**src/rtl/linterp_ctrl_if.sv**
```systemverilog
// Bus between the IFFT sample stream, the linear-interpolator upsampler and linterp_ctrl.
// master = IFFT source plus upsampler side, slave = the sequencer.
interface linterp_ctrl_if #(
  parameter int dwidth = 16,
  parameter int iwidth = 5
);
  logic              s_valid;
  logic              s_ready;
  logic              s_last;
  logic [dwidth-1:0] s_real;
  logic [dwidth-1:0] s_imag;
  logic              li_dv_in;
  logic [iwidth-1:0] li_index_in;
  logic [dwidth-1:0] li_din_real;
  logic [dwidth-1:0] li_din_imag;
  logic [iwidth-1:0] li_index_out;

  modport master (
    output s_valid, s_last, s_real, s_imag,
    input  s_ready, li_dv_in, li_index_in, li_din_real, li_din_imag, li_index_out
  );

  modport slave (
    input  s_valid, s_last, s_real, s_imag,
    output s_ready, li_dv_in, li_index_in, li_din_real, li_din_imag, li_index_out
  );
endinterface

```
**src/rtl/linterp_ctrl.sv**
```systemverilog
// Sequencer for the linear-interpolator upsampler: writes IFFT bursts, sweeps index_out,
// and releases each burst's last sample only at a sweep boundary. Optional LINTERP_CTRL_STATS_EN adds counters.
module linterp_ctrl #(
  parameter int dwidth = 16,
  parameter int Nfft   = 32,
  parameter int iwidth = $clog2(Nfft)
) (
  input  logic                 clk,
  input  logic                 resetn,
  input  logic                 enable,
  linterp_ctrl_if.slave        bus,
  input  logic                 out_ce,
  output logic                 frame_start,
  output logic                 underrun,
  output logic                 sync_err,
  input  logic                 clr_err
`ifdef LINTERP_CTRL_STATS_EN
  ,
  output logic [31:0]          frame_count,
  output logic [15:0]          underrun_count
`endif
);

  typedef enum logic [1:0] {OIDLE, SWAP, RUN} ostate_e;

  localparam logic [iwidth-1:0] LAST_IDX  = iwidth'(Nfft - 1);
  localparam logic [1:0]        SWAP_WAIT = 2'd1;

  ostate_e           ostate_q, ostate_d;
  logic [1:0]        scnt_q, scnt_d;
  logic [iwidth-1:0] rcnt_q, rcnt_d;
  logic [iwidth-1:0] wcnt_q, wcnt_d;
  logic              frame_start_q, frame_start_d;
  logic              underrun_q, underrun_d;
  logic              sync_err_q, sync_err_d;
  logic              li_dv_q, li_dv_d;
  logic [iwidth-1:0] li_index_in_q, li_index_in_d;
  logic [dwidth-1:0] din_real_q, din_real_d;
  logic [dwidth-1:0] din_imag_q, din_imag_d;

  logic swap_ok, s_ready, hs, at_last, lastacc, sync_set;

  // The last sample of a burst is held back until the running sweep is about to wrap.
  assign swap_ok = (ostate_q == OIDLE) ||
                   ((ostate_q == RUN) && out_ce && (rcnt_q == LAST_IDX));
  assign s_ready = resetn && enable && ((wcnt_q != LAST_IDX) || swap_ok);
  assign hs      = bus.s_valid && s_ready;
  assign at_last = (wcnt_q == LAST_IDX);
  assign lastacc = hs && at_last;

  // Input side: write counter, framing check and registered upsampler write port.
  always_comb begin
    // NOTE: every variable gets a default first so no path leaves it unassigned (no latches).
    wcnt_d        = wcnt_q;
    sync_set      = 1'b0;
    li_dv_d       = hs;
    li_index_in_d = li_index_in_q;
    din_real_d    = din_real_q;
    din_imag_d    = din_imag_q;
    if (hs) begin
      li_index_in_d = wcnt_q;
      din_real_d    = bus.s_real;
      din_imag_d    = bus.s_imag;
      if (at_last) begin
        wcnt_d   = '0;
        sync_set = !bus.s_last;
      end else if (bus.s_last) begin
        wcnt_d   = '0;
        sync_set = 1'b1;
      end else begin
        wcnt_d = wcnt_q + iwidth'(1);
      end
    end
    sync_err_d = sync_set || (sync_err_q && !clr_err);
  end

  // Output FSM: state register.
  always_ff @(posedge clk or negedge resetn) begin
    // NOTE: sequential state uses non-blocking assignments so all flops update together.
    if (!resetn) begin
      ostate_q      <= OIDLE;
      scnt_q        <= '0;
      rcnt_q        <= '0;
      frame_start_q <= 1'b0;
      underrun_q    <= 1'b0;
    end else begin
      ostate_q      <= ostate_d;
      scnt_q        <= scnt_d;
      rcnt_q        <= rcnt_d;
      frame_start_q <= frame_start_d;
      underrun_q    <= underrun_d;
    end
  end

  // Output FSM: next state. SWAP covers the upsampler's write-to-dout latency.
  always_comb begin
    ostate_d = ostate_q;
    scnt_d   = scnt_q;
    unique case (ostate_q)
      OIDLE: begin
        if (lastacc) begin
          ostate_d = SWAP;
          scnt_d   = SWAP_WAIT;
        end
      end
      SWAP: begin
        if (scnt_q == 2'd0) ostate_d = RUN;
        else                scnt_d   = scnt_q - 2'd1;
      end
      RUN: begin
        if (out_ce && (rcnt_q == LAST_IDX) && lastacc) begin
          ostate_d = SWAP;
          scnt_d   = SWAP_WAIT;
        end
      end
      default: begin
        ostate_d = OIDLE;
        scnt_d   = '0;
      end
    endcase
  end

  // Output FSM: outputs. index_out freezes through SWAP and restarts at 0 with the new bank.
  always_comb begin
    rcnt_d        = rcnt_q;
    frame_start_d = 1'b0;
    underrun_d    = 1'b0;
    unique case (ostate_q)
      OIDLE: rcnt_d = '0;
      SWAP: begin
        if (scnt_q == 2'd0) begin
          rcnt_d        = '0;
          frame_start_d = 1'b1;
        end
      end
      RUN: begin
        if (out_ce) begin
          if (rcnt_q != LAST_IDX) begin
            rcnt_d = rcnt_q + iwidth'(1);
          end else if (!lastacc) begin
            rcnt_d     = '0;
            underrun_d = 1'b1;
          end
        end
      end
      default: rcnt_d = '0;
    endcase
  end

  always_ff @(posedge clk or negedge resetn) begin
    if (!resetn) begin
      wcnt_q        <= '0;
      sync_err_q    <= 1'b0;
      li_dv_q       <= 1'b0;
      li_index_in_q <= '0;
      din_real_q    <= '0;
      din_imag_q    <= '0;
    end else begin
      wcnt_q        <= wcnt_d;
      sync_err_q    <= sync_err_d;
      li_dv_q       <= li_dv_d;
      li_index_in_q <= li_index_in_d;
      din_real_q    <= din_real_d;
      din_imag_q    <= din_imag_d;
    end
  end

`ifdef LINTERP_CTRL_STATS_EN
  logic [31:0] frame_count_q, frame_count_d;
  logic [15:0] underrun_count_q, underrun_count_d;

  always_comb begin
    frame_count_d    = frame_count_q + 32'(frame_start_d);
    underrun_count_d = underrun_count_q;
    if (underrun_d && (underrun_count_q != 16'hFFFF))
      underrun_count_d = underrun_count_q + 16'd1;
  end

  always_ff @(posedge clk or negedge resetn) begin
    if (!resetn) begin
      frame_count_q    <= '0;
      underrun_count_q <= '0;
    end else begin
      frame_count_q    <= frame_count_d;
      underrun_count_q <= underrun_count_d;
    end
  end

  assign frame_count    = frame_count_q;
  assign underrun_count = underrun_count_q;
`endif

  assign bus.s_ready      = s_ready;
  assign bus.li_dv_in     = li_dv_q;
  assign bus.li_index_in  = li_index_in_q;
  assign bus.li_din_real  = din_real_q;
  assign bus.li_din_imag  = din_imag_q;
  assign bus.li_index_out = rcnt_q;
  assign frame_start      = frame_start_q;
  assign underrun         = underrun_q;
  assign sync_err         = sync_err_q;

endmodule
```
**src/flat_wrapper.sv**
```systemverilog
// flat-port wrapper written by rule: the top's interface ports become plain ports
module linterp_ctrl_flat 
#(
  parameter int dwidth = 16,
  parameter int Nfft   = 32,
  parameter int iwidth = $clog2(Nfft)
)
  (clk, resetn, enable, out_ce, frame_start, underrun, sync_err, clr_err, bus_s_valid, bus_s_last, bus_s_real, bus_s_imag, bus_s_ready, bus_li_dv_in, bus_li_index_in, bus_li_din_real, bus_li_din_imag, bus_li_index_out);
  linterp_ctrl_if #(.dwidth(dwidth), .iwidth(iwidth)) bus_i ();
  input  logic clk;
  input  logic resetn;
  input  logic enable;
  input  logic out_ce;
  output logic frame_start;
  output logic underrun;
  output logic sync_err;
  input  logic clr_err;
  input wire logic [$bits(bus_i.s_valid)-1:0] bus_s_valid;
  input wire logic [$bits(bus_i.s_last)-1:0] bus_s_last;
  input wire logic [$bits(bus_i.s_real)-1:0] bus_s_real;
  input wire logic [$bits(bus_i.s_imag)-1:0] bus_s_imag;
  output wire logic [$bits(bus_i.s_ready)-1:0] bus_s_ready;
  output wire logic [$bits(bus_i.li_dv_in)-1:0] bus_li_dv_in;
  output wire logic [$bits(bus_i.li_index_in)-1:0] bus_li_index_in;
  output wire logic [$bits(bus_i.li_din_real)-1:0] bus_li_din_real;
  output wire logic [$bits(bus_i.li_din_imag)-1:0] bus_li_din_imag;
  output wire logic [$bits(bus_i.li_index_out)-1:0] bus_li_index_out;
  assign bus_i.s_valid = bus_s_valid;
  assign bus_i.s_last = bus_s_last;
  assign bus_i.s_real = bus_s_real;
  assign bus_i.s_imag = bus_s_imag;
  assign bus_s_ready = bus_i.s_ready;
  assign bus_li_dv_in = bus_i.li_dv_in;
  assign bus_li_index_in = bus_i.li_index_in;
  assign bus_li_din_real = bus_i.li_din_real;
  assign bus_li_din_imag = bus_i.li_din_imag;
  assign bus_li_index_out = bus_i.li_index_out;
  linterp_ctrl #(.dwidth(dwidth), .Nfft(Nfft), .iwidth(iwidth)) u_core (.clk(clk), .resetn(resetn), .enable(enable), .bus(bus_i), .out_ce(out_ce), .frame_start(frame_start), .underrun(underrun), .sync_err(sync_err), .clr_err(clr_err));
endmodule
```
**config.mk**
```make
export PLATFORM = sky130hd
export DESIGN_NAME = linterp_ctrl_flat
export DESIGN_NICKNAME = d
export VERILOG_FILES = /design/src/rtl/linterp_ctrl_if.sv /design/src/rtl/linterp_ctrl.sv /design/src/flat_wrapper.sv
export SDC_FILE = /design/constraint.sdc
export NUM_CORES = 1
export LEC_CHECK = 0
export ABC_AREA = 1
export CORE_MARGIN = 8
export CORE_UTILIZATION = 56
export DETAILED_ROUTE_END_ITERATION = 8
export DONT_BUFFER_PORTS = 1
export PLACE_DENSITY = 0.74
export SLEW_MARGIN = 15
export SYNTH_ARGS = -nofsm -noshare
export SYNTH_HDL_FRONTEND = slang
export SYNTH_SLANG_ARGS = --single-unit
```
**constraint.sdc**
```tcl
create_clock -name clk -period 1.6 [get_ports clk]
set_input_delay 0.32 -clock clk [delete_from_list [all_inputs] [get_ports clk]]
set_output_delay 0.32 -clock clk [all_outputs]
set_load 0.02 [all_outputs]
```
==> run summary <==
Max Root-Sink Buffers: 2
global-route wire length before repair: 8290 µm
violated checks: hold timing, setup timing
I/O pins: 86
layout cells sized above 1: 23.9%
total power: 3020 µW
setup TNS: -14.50 ns
I/O Buffers: 0
Clk pwr share: 25.7%
Final period util: 124%
max-slew violation count: 0
worst min path class: in2async
H-tree depth: 2
antenna violations before repair: 0
Die X-Extent: 81.8 µm
drt pass-1 iters: 4
DP HPWL: 3820 µm
synthesized area: 0.00243 mm²
Setup-failing EPs final: 54
Net Sw Power: 968 µW
crit-path max FO: 2
Core ar.: 0.00426 mm²
Layout Nets: 357
die area: 0.00669 mm²
largest net degree at the start of global routing: 57
routability cong.: 0.826
RSZ-0062 raised after global routing: true
Netlist cell types: 24
kind of critical path: reg2out
row cnt: 24
fin crit period: 1.98 ns
VDD IR max: 558 µV
Die H: 81.8 µm
global route overflow: 0
fmax: 505 MHz
result of the run: complete, but fails checks
sequential area share after synthesis: 56.7%
total number of vias: 1889
Fin Hold WS: -0.316 ns
commonest non-fill, non-tap cell in the layout: nand2_1
slowest CP cell: dfrtp_1
final wirelength: 5770 µm
Worst Path Arrival: 1.66 ns
Syn Inst Count: 277
Comb power frac: 11.6%
pre-CTS setup slack: -0.273 ns
most frequent cells in the layout: nand2_1 (131), dfrtp_1 (53), buf_4 (25)
DRC violations left: 0
worst clock skew: 0.0116 ns
crit-path max cell delay: 0.38 ns
synthesis-stage register bit count: 55
static leakage: 0.00159 µW
family with the most delay on the worst path: adder cells
root buffer cell: clkbuf_8
crit path cell chain: ha_2 > nand2_2 > nor2_2 > ha_2 > inv_2 > a21oi_2 > nand2_2 > nand2_4 > buf_6 > inv_4
Clock Pin Slew Worst Setup and Hold Paths: 0.10 ns
Wirelength per Cell: 15.8 µm
antenna-violating nets left: 0
Iter 0 DRT Violations: 87
Avg Inst Size Synth: 8.76 µm²
CTS tree: built
clock latency on the worst-skew pair: 0.32 ns
Crit. End Element: primary output
actual slew at the worst max-slew pin: 0.275 ns
Syn-to-layout area delta: 23.6%
Starting Density: 56.9%
switching portion of total power: 32.1%
Via density: 5.16
Synth Warn #: 0
Clock Sinks: 55
endpoints failing hold: 55
number of antenna diodes: 0
Flop pwr share: 62.7%
Buf/Inv on CP: 3
internal power: 2050 µW
TritonCTS buffer count: 5
Power per Cell Area: 1010 mW/mm²
GRT Total Usage: 15.9%
WP data required: 1.28 ns
relative slew slack: 81.6%
fillcell total: 315
Post-Syn Nets: 321
CP startpoint kind: flop
Final WS setup: -0.382 ns
Util after Layout: 70.3%
vias in the first global route: 1850
max-cap violation count: 0
[metrics by stage]
step,instance area (µm²),cells,hold slack (ns)
2_1_floorplan,2460,277,0.0244
3_3_place_gp,2660,344,0.0260
3_5_place_dp,2660,344,0.0258
4_1_cts,2880,359,-0.321
5_1_grt,3000,366,-0.333
6_report,3000,366,-0.316
[kinds of logic after synthesis]
family,Yosys count,share of synthesized area [%]
compound gates,13,3.61
xor+xnor,4,1.44
fa+ha+maj,5,2.58
buf+inv,31,6.76
flops,55,56.7
simple gates,169,28.9
[cell usage after synthesis (all sizes together)]
cell type  number  share of area [%]
nand2         139                 22
dfrtp          55                 57
inv            23                3.7
nand3          11                2.3
nor2           10                2.5
o21ai          10                2.7
buf             8                3.1
ha              5                2.6
nor3            4               0.83
nand4           3               0.77
a21oi           2               0.41
xnor2           2               0.72
xor2            2               0.72
nor3b           1               0.31
o22ai           1               0.52
or2             1               0.26
[final timing paths]
kind,from,endpoint,slack (ns),depth (start not counted)
max reg2reg,u_core.bus.li_index_out[1],u_core.bus.li_din_real[11],-0.34,13
min reg2reg,u_core.scnt_q[1],u_core.scnt_q[1],0.48,2
max,u_core.wcnt_q[0],bus_s_ready,-0.38,10
max in group asynchronous,resetn,u_core.bus.li_din_real[3],1.81,0
min in group clk,clr_err,u_core.sync_err,0.09,1
min,resetn,u_core.bus.li_din_imag[4],-0.32,0
[sequential cells by signal (all words and copies together) (netlist names)]
| name | flops |
|---|---|
| u_core.bus.li_din_imag | 16 |
| u_core.wcnt_q | 5 |
| u_core.sync_err | 1 |
| u_core.frame_start | 1 |
| u_core.bus.li_index_in | 5 |
| u_core.bus.li_index_out | 5 |
| u_core.scnt_q | 2 |
| u_core.bus.li_din_real | 16 |
| u_core.ostate_q | 2 |
| u_core.bus.li_dv_in | 1 |
| u_core.underrun | 1 |
[layer usage]
metal | share of wire [%] | GRT usage, % | vias to the layer above
li1 | - | - | 923
met1 | 40 | 19.1 | 882
met2 | 47 | 25.2 | 75
met3 | 12 | 5.80 | 9
met4 | 1.6 | 6.67 | 0
met5 | 0 | 0 | -
[power groups by stage]
stage | Clock (µW) | Combinational [µW] | Sequential, µW
2_1_floorplan | 0 | 206 | 1870
5_1_grt | 850 | 399 | 1910
3_5_place_dp | 0 | 287 | 1910
6_report | 776 | 350 | 1890
4_1_cts | 796 | 311 | 1890
3_3_place_gp | 0 | 270 | 1910
[cell type report]
type | count | area, µm² | share of cell area [%]
repair buffers | 37 | 423 | 14.1
clock inverters | 3 | 22.5 | 0.751
clock buffers | 5 | 68.8 | 2.29
multi-input cells | 191 | 945 | 31.5
well taps | 52 | 65.1 | 2.17
inverters | 23 | 96.3 | 3.21
flip-flops and latches | 55 | 1380 | 46.0
[timing repair]
action / CTS / global route
gates resized for setup: 9 / 11
endpoints found under the hold margin: 55 / 55
setup buffers: 6 / 5
pin swaps: 10 / 10
gates cloned: 2 / 3
setup endpoints to repair: 53 / 55
(Power assumes the default switching activity.)
